**src/rtl/pipe_stage_reg.sv**
```systemverilog
// rtl/pipe_stage_reg.sv - elastic pipeline stage register with 2-entry skid buffer
//
// Purpose:
//   One lc3b pipeline stage register carrying a control word and a data
//   bundle. It uses a valid/ready handshake. The second (skid) entry lets
//   in_ready come straight from a flop, so a downstream stall never forms
//   a combinational path back to the upstream stage. A stage with no stall
//   logic ties out_ready to 1.
//
// Optional feature:
//   PIPE_STAGE_STATS_EN - when defined, stall_count is a 32-bit saturating
//   count of cycles with out_valid=1 and out_ready=0. When undefined,
//   stall_count is tied to 0.
//
// Ports:
//   clk          in   rising-edge clock
//   reset        in   synchronous active-high reset (wins over flush)
//   flush        in   synchronous kill of both held entries
//   in_valid     in   upstream presents an item
//   in_ready     out  stage can accept (registered)
//   in_ctrl      in   upstream control word  [CTRL_WIDTH]
//   in_data      in   upstream data bundle   [DATA_WIDTH]
//   out_valid    out  head entry valid
//   out_ready    in   downstream accepts head entry
//   out_ctrl     out  head control word, NOP_CTRL while !out_valid
//   out_data     out  head data bundle, keeps its last value while invalid
//   stall_count  out  stall statistic [32]

module pipe_stage_reg #(
  parameter int                    CTRL_WIDTH = 16,
  parameter int                    DATA_WIDTH = 64,
  parameter logic [CTRL_WIDTH-1:0] NOP_CTRL   = '0
) (
  input  logic                  clk,
  input  logic                  reset,
  input  logic                  flush,
  input  logic                  in_valid,
  output logic                  in_ready,
  input  logic [CTRL_WIDTH-1:0] in_ctrl,
  input  logic [DATA_WIDTH-1:0] in_data,
  output logic                  out_valid,
  input  logic                  out_ready,
  output logic [CTRL_WIDTH-1:0] out_ctrl,
  output logic [DATA_WIDTH-1:0] out_data,
  output logic [31:0]           stall_count
);

  // Occupancy state; each entry's valid bit is implied by the state.
  localparam logic [1:0] ST_EMPTY = 2'd0;  // no entry held
  localparam logic [1:0] ST_FULL  = 2'd1;  // main entry only
  localparam logic [1:0] ST_SKID  = 2'd2;  // main and skid entries

  logic [1:0]            r_state;
  logic                  r_in_ready;
  logic [CTRL_WIDTH-1:0] r_main_ctrl;
  logic [DATA_WIDTH-1:0] r_main_data;
  logic [CTRL_WIDTH-1:0] r_skid_ctrl;
  logic [DATA_WIDTH-1:0] r_skid_data;

  logic [1:0] w_next_state;
  logic       w_main_valid;
  logic       w_accept;
  logic       w_consume;
  logic       w_load_main_in;
  logic       w_load_main_skid;
  logic       w_load_skid;

  assign w_main_valid = (r_state != ST_EMPTY);
  assign w_accept     = in_valid & r_in_ready;
  assign w_consume    = w_main_valid & out_ready;

  always_comb begin
    w_next_state     = r_state;
    w_load_main_in   = 1'b0;
    w_load_main_skid = 1'b0;
    w_load_skid      = 1'b0;
    case (r_state)
      ST_EMPTY: begin
        if (w_accept) begin
          w_next_state   = ST_FULL;
          w_load_main_in = 1'b1;
        end
      end
      ST_FULL: begin
        if (w_accept && w_consume) begin
          w_load_main_in = 1'b1;
        end else if (w_accept) begin
          // Downstream stalled: park the new item behind the head entry.
          w_next_state = ST_SKID;
          w_load_skid  = 1'b1;
        end else if (w_consume) begin
          w_next_state = ST_EMPTY;
        end
      end
      ST_SKID: begin
        // in_ready is low here, so the only possible event is a consume.
        if (w_consume) begin
          w_next_state     = ST_FULL;
          w_load_main_skid = 1'b1;
        end
      end
      default: begin
        w_next_state = ST_EMPTY;
      end
    endcase
  end

  always_ff @(posedge clk) begin
    if (reset) begin
      r_state     <= ST_EMPTY;
      r_in_ready  <= 1'b1;
      r_main_ctrl <= NOP_CTRL;
      r_main_data <= '0;
      r_skid_ctrl <= NOP_CTRL;
      r_skid_data <= '0;
    end else if (flush) begin
      // Entry payloads are left untouched; only occupancy is killed.
      r_state    <= ST_EMPTY;
      r_in_ready <= 1'b1;
    end else begin
      r_state    <= w_next_state;
      // Registered ready: decided from the next state, not from out_ready.
      r_in_ready <= (w_next_state != ST_SKID);
      if (w_load_main_in) begin
        r_main_ctrl <= in_ctrl;
        r_main_data <= in_data;
      end else if (w_load_main_skid) begin
        r_main_ctrl <= r_skid_ctrl;
        r_main_data <= r_skid_data;
      end
      if (w_load_skid) begin
        r_skid_ctrl <= in_ctrl;
        r_skid_data <= in_data;
      end
    end
  end

  assign in_ready  = r_in_ready;
  assign out_valid = w_main_valid;
  assign out_ctrl  = w_main_valid ? r_main_ctrl : NOP_CTRL;
  assign out_data  = r_main_data;

`ifdef PIPE_STAGE_STATS_EN
  logic [31:0] r_stall_count;

  // Saturating count of stalled head cycles; flush deliberately leaves it.
  always_ff @(posedge clk) begin
    if (reset) begin
      r_stall_count <= '0;
    end else if (w_main_valid && !out_ready && (r_stall_count != 32'hFFFF_FFFF)) begin
      r_stall_count <= r_stall_count + 32'd1;
    end
  end

  assign stall_count = r_stall_count;
`else
  assign stall_count = 32'h0;
`endif

endmodule

```
**config.mk**
```make
export PLATFORM = sky130hd
export DESIGN_NAME = pipe_stage_reg
export DESIGN_NICKNAME = d
export VERILOG_FILES = /design/src/rtl/pipe_stage_reg.sv
export SDC_FILE = /design/constraint.sdc
export NUM_CORES = 1
export LEC_CHECK = 0
export CAP_MARGIN = 25
export CORE_ASPECT_RATIO = 0.75
export CORE_MARGIN = 3
export CORE_UTILIZATION = 51
export CTS_CLUSTER_DIAMETER = 40
export DETAILED_ROUTE_END_ITERATION = 8
export GPL_TIMING_DRIVEN = 0
export PLACE_DENSITY_LB_ADDON = 0.15
export SYNTH_ARGS = -nofsm -noshare
export SYNTH_HDL_FRONTEND = slang
export SYNTH_SLANG_ARGS = --single-unit
export TNS_END_PERCENT = 50
```
**constraint.sdc**
```tcl
create_clock -name clk -period 3.35 [get_ports clk]
set_clock_uncertainty 0.15 [all_clocks]
set_input_delay 0.335 -clock clk [delete_from_list [all_inputs] [get_ports clk]]
set_output_delay 0.335 -clock clk [all_outputs]
set_load 0.05 [all_outputs]
```
# ---- Yosys cells after proc, flatten, opt, wreduce, memory -nomap -nowiden
# Index checks and enable logic that the tools add are counted.
dict set report classes {
  n_eq_ne 3
  mux 18
  n_bitwise 3
  reduce_logical 7
}
# operator n
set ops {}
lappend ops {{$mux 64} 2}
lappend ops {{$mux 16} 3}
lappend ops {{$mux 2} 5}
lappend ops {{$mux 1} 6}
lappend ops {{$pmux 2 s3} 1}
lappend ops {{$reduce_and 2->1} 2}
lappend ops {{$reduce_bool 2->1} 2}
lappend ops {{$and 1x1->1} 2}
lappend ops {{$eq 2x1->1 const B} 1}
lappend ops {{$eq 2x2->1 const B} 1}
lappend ops {{$logic_not 2->1} 1}
lappend ops {{$ne 2x2->1 const B} 1}
lappend ops {{$pmux 1 s2} 1}
lappend ops {{$reduce_or 2->1} 1}
lappend ops {{$logic_and 1x1->1} 1}
lappend ops {{$not 1->1} 1}
dict set report word_totals {
  register_bits 163
  output_inout_bits 114
}

# ---- Depth between registers and ports, before layout
# Gate-level depths: netlist of the first run.
dict set report depth {
  depth_word 7
  depth_mapped 7
  mapped_depth_nobuf 4
}

# ---- Least setup slack after synthesis of the first run
# OpenSTA, ideal clock, no wires.
dict set report synth_timing {
  kind {reg2reg}
  startpoint {reg r_in_ready, in the netlist in_ready}
  endpoint {reg r_skid_ctrl[0]}
  setup_ns 0.132
  t_arrival_ns 1.669
  required_time_ns 3.068
  path_slack_ns 1.399
  path_stages_with_launch 7
  n_path_buf 2
  cell_sequence {dfxtp_1 > nand3b_1 > or3_1 > clkbuf_1 > clkbuf_1 > nand2_1 > a21oi_1}
}
dict set report synth_between {
  elab_chain_len 5
  word_cells_on_any_way 6
}
# item line_no
set synth_lines {}
lappend synth_lines {{start, declared} 54} ;# logic r_in_ready;
lappend synth_lines {{start signal, assigned} 123} ;# r_in_ready <= (w_next_state != ST_SKID);
lappend synth_lines {{$and 1x1->1 *} 69} ;# assign w_accept = in_valid & r_in_ready;
lappend synth_lines {{$mux 1 / $logic_and 1x1->1 (equally long branches)} {87, 85}}
lappend synth_lines {{$mux 1 *} 85} ;# if (w_accept && w_consume) begin
lappend synth_lines {{$mux 1 *} 77} ;# case (r_state)
lappend synth_lines {{$reduce_and 2->1 (no line) *} -}
lappend synth_lines {{end signal, assigned} 132} ;# r_skid_ctrl <= in_ctrl;
lappend synth_lines {{end, declared} 57} ;# logic [CTRL_WIDTH-1:0] r_skid_ctrl;
# Mark *: on every way between the ends. The rest lies on a longest branch, timed or not.
# A chain may end at the register's enable or synchronous reset.

# ---- Worst setup path in the final report of the first run
dict set report layout_timing {
  startpoint {reg r_state[1]}
  endpoint {out out_ctrl[10]}
}
dict set report layout_between {
  elab_chain_len 2
}
# item line_no
set layout_lines {}
lappend layout_lines {{start, declared} 53} ;# logic [1:0] r_state;
lappend layout_lines {{start signal, assigned} 121} ;# r_state <= w_next_state;
lappend layout_lines {{$reduce_bool 2->1} 68} ;# assign w_main_valid = (r_state != ST_EMPTY);
lappend layout_lines {{$mux 16} 140} ;# assign out_ctrl = w_main_valid ? r_main_ctrl : NOP_CTRL;
lappend layout_lines {{end, declared} 43} ;# output logic [CTRL_WIDTH-1:0] out_ctrl,
# No other way between the ends.

==> out/summary.txt, run 1 <==
======================================================================================================
Net switching component of the power                                                           1390 uW
Final count of hold timing violations                                                                0
Post-route minimum period                                                                      3.15 ns
Number of hold-repair buffers added at the cts stage                                                 0
Net switching share of the total power                                                           29.0%
Unrepaired setup endpoints after global routing                                                  false
Max-slew violations                                                                                  0
H-Tree Level Count                                                                                   4
Combinational Power Share                                                                        18.2%
Critical path type                                                                          reg -> out
Synthesized area                                                                              6770 um2
Antenna Cells                                                                                        0
Commonest non-fill, non-tap cell in the layout                                            sky130_fd_sc_hd__nand2_1
Most instantiated flip-flop cell in the synthesis netlist                                 sky130_fd_sc_hd__dfxtp_1
Detailed-route via count                                                                          6656
CTS Root Cell                                                                             sky130_fd_sc_hd__clkbuf_16
CP Data Arrival Time                                                                           2.67 ns
Clk_lat worst skew                                                                             0.42 ns
Post-layout net count                                                                             1165
Kind of start point of the critical path                                                     flip-flop
Port bufs                                                                                          165
GRT overflow                                                                                         0
Site row count                                                                                      35
Per-instance average area after synthesis                                                     7.82 um2
Outcome                                                                                      completed
Endpoint type of the worst setup path                                                     primary output
Post-synthesis sequential element count                                                            163
Buffers inserted by post-CTS timing repair                                                           0
Total clock buffers created by CTS                                                                  17
Cells after DPL                                                                                   1227
GRT Resource Usage Total                                                                         25.3%
Tcrit/Tclk final                                                                                 94.1%
Worst-margin pin slew                                                                         0.723 ns
Number of standard cells in the final layout excluding fillers                                    1259
Clock tree from TritonCTS                                                                          yes
Detailed-route wire length                                                                     18.7 mm
Flop pwr share                                                                                   42.8%
Die Y                                                                                           106 um
Final RePlAce weighted congestion                                                                0.826
Die span in x                                                                                   139 um
Average via count per standard cell                                                               5.29
First-pass detailed-route iteration total                                                            5
Full die area                                                                                14700 um2
Count of unique library cells instantiated by Yosys                                                 26
Pwr/cell area                                                                               515 nW/um2
Commonest non-fill, non-tap cells in the layout                                           242 x sky130_fd_sc_hd__nand2_1, 165 x sky130_fd_sc_hd__clkdlybuf4s50_1, 163 x sky130_fd_sc_hd__dfxtp_1, 160 x sky130_fd_sc_hd__a21oi_1, 80 x sky130_fd_sc_hd__inv_1
Required arrival time at the worst endpoint                                                    2.86 ns
Wire per inst                                                                                  14.8 um
Starting density of the core                                                                     53.7%
Clock transition at the register clock pins on the worst setup and hold paths after CTS        0.06 ns
Max-Slew Margin vs Limit                                                                         51.6%
Highest clock frequency the design can meet                                                    317 MHz
Proportion of power drawn by the clock network                                                   39.0%
Maximum root-to-sink buffer count                                                                    2
1st-iter DRT viols                                                                                 500
Number of instances resized during post-cts repair                                                   0
Yosys warns                                                                                          0
Final number of setup-violating endpoints                                                            0
Residual DRC count                                                                                   0
EDFF count, synth                                                                                    0
Final total negative setup slack                                                                  0 ns
Leakage power total                                                                         0.00346 uW
Residual antenna-violating net count after detailed routing                                          0
Synthesized netlist cell count                                                                     865
Largest net degree at the start of global routing                                                   17
Number of placed I/O pins                                                                          199
Share of layout cells above drive strength 1                                                     7.59%
Core outline area                                                                            12600 um2
Total half-perimeter wirelength after legalization and detailed placement                      13.0 mm
Clock Sinks                                                                                        163
Peak fanout along the critical path                                                                 10
Internal power of the cells                                                                    3410 uW
Worst IR Drop VDD                                                                               390 uV
Register-to-register setup slack                                                               1.13 ns
Share of synthesized flip-flops with an asynchronous set or reset                                   0%
Min-Delay Path Class                                                                        reg -> reg
Number of antenna violations at the first check in global routing                                    0
Reported max-cap violation count                                                                     0
Synth-to-layout area growth                                                                      37.7%
# fillers                                                                                         1001
Share of the yosys chip area belonging to registers                                              48.2%
First-pass GRT wire length                                                                     30.7 mm
Number of global-route vias before repair                                                         6283
======================================================================================================
## cell families (layout without fill, tap and decap cells)
kind of cell | Yosys count | after routing | share of synthesized area (%)
flops | 163 | 163 | 48.2
mux | 2 | 2 | 0.296
other cells | 1 | 32 | 0.0554
simple gates | 274 | 274 | 15.9
compound gates | 243 | 243 | 23.5
buf+inv | 182 | 379 | 12.1
## worst max-delay path: stages, from the launching register on
cell and delay (ns):
sky130_fd_sc_hd__dfxtp_1 0.29, sky130_fd_sc_hd__buf_2 0.16, sky130_fd_sc_hd__nor2_1 0.53, sky130_fd_sc_hd__clkbuf_1 0.45, sky130_fd_sc_hd__nor2_1 0.09, sky130_fd_sc_hd__clkdlybuf4s50_1 0.72
## routing by layer
layer	track usage [%]	wire length, um	vias up
met3	6.12	1620	18
li1	-	-	3264
met2	39.8	8450	312
met1	35.6	8460	3062
met5	0	0	-
met4	5.17	153	0
## area by class of cell
class	count	area [um2]	area share, %
multi-input cells	551	2800	30.1
clock buffers	21	470	5.05
flip-flops and latches	163	3260	35.0
clock inverters	11	104	1.11
plain buffers	102	519	5.57
well taps	166	208	2.23
repair buffers	165	1650	17.7
inverters	80	300	3.22
## synthesized netlist by cell type, drive strengths merged, types with 2 or more instances
master | number | area (um2)
dfxtp | 163 | 3260
a221oi | 79 | 742
nor3 | 4 | 25.0
inv | 80 | 300
buf | 41 | 290
nor2b | 2 | 12.5
mux2i | 2 | 20.0
a21oi | 160 | 801
nand2 | 242 | 908
nor2 | 19 | 73.8
and2 | 2 | 12.5
clkbuf | 61 | 229
## final timing paths
| path | start | end | cells after the start |
|---|---|---|---|
| max | r_state[1] | out_ctrl[10] | 5 |
| min | r_skid_data[52] | r_skid_data[52] | 2 |
| max reg2reg | r_state[1] | out_data[29] | 6 |
| min reg2reg | r_skid_data[52] | r_skid_data[52] | 2 |
## registers in the layout, indices dropped and copies added (netlist names)
signal       flops
in_ready         1
out_data        64
r_main_ctrl     16
r_skid_ctrl     16
r_skid_data     64
r_state          2
## power by group through the flow
| stage | Clock (uW) | Sequential (uW) | Combinational, uW |
|---|---|---|---|
| 2_1_floorplan | 0 | 2280 | 371 |
| 3_3_place_gp | 0 | 2090 | 863 |
| 3_5_place_dp | 0 | 2100 | 866 |
| 4_1_cts | 1890 | 2050 | 872 |
| 5_1_grt | 1970 | 2060 | 931 |
| 6_report | 1870 | 2050 | 875 |
## stage by stage
step / hold slack, ns / power [uW] / cell area (um2) / setup WS (ns) / utilization (%)
2_1_floorplan: 0.262 / 2650 / 6880 / 1.40 / -
3_3_place_gp: 0.292 / 2960 / 8740 / 0.625 / 69.3
3_5_place_dp: 0.297 / 2960 / 8740 / 0.634 / 69.3
4_1_cts: 0.305 / 4820 / 9320 / 0.181 / 73.9
5_1_grt: 0.322 / 4970 / 9320 / 0.0959 / 73.9
6_report: 0.304 / 4800 / 9320 / 0.197 / 73.9
(Power assumes the default switching activity.)
==> run 2, diff against run 1 <==
--- a/config.mk
+++ b/config.mk
@@ -12,7 +12,10 @@
 export CTS_CLUSTER_DIAMETER = 40
 export DETAILED_ROUTE_END_ITERATION = 8
 export GPL_TIMING_DRIVEN = 0
+export HOLD_SLACK_MARGIN = 0.05
 export PLACE_DENSITY_LB_ADDON = 0.15
+export SKIP_CTS_REPAIR_TIMING = 1
+export SLEW_MARGIN = 40
 export SYNTH_ARGS = -nofsm -noshare
 export SYNTH_HDL_FRONTEND = slang
 export SYNTH_SLANG_ARGS = --single-unit
==> results of run 2 <==
No change in the layout: final DEF, timing and power equal those of run 1.
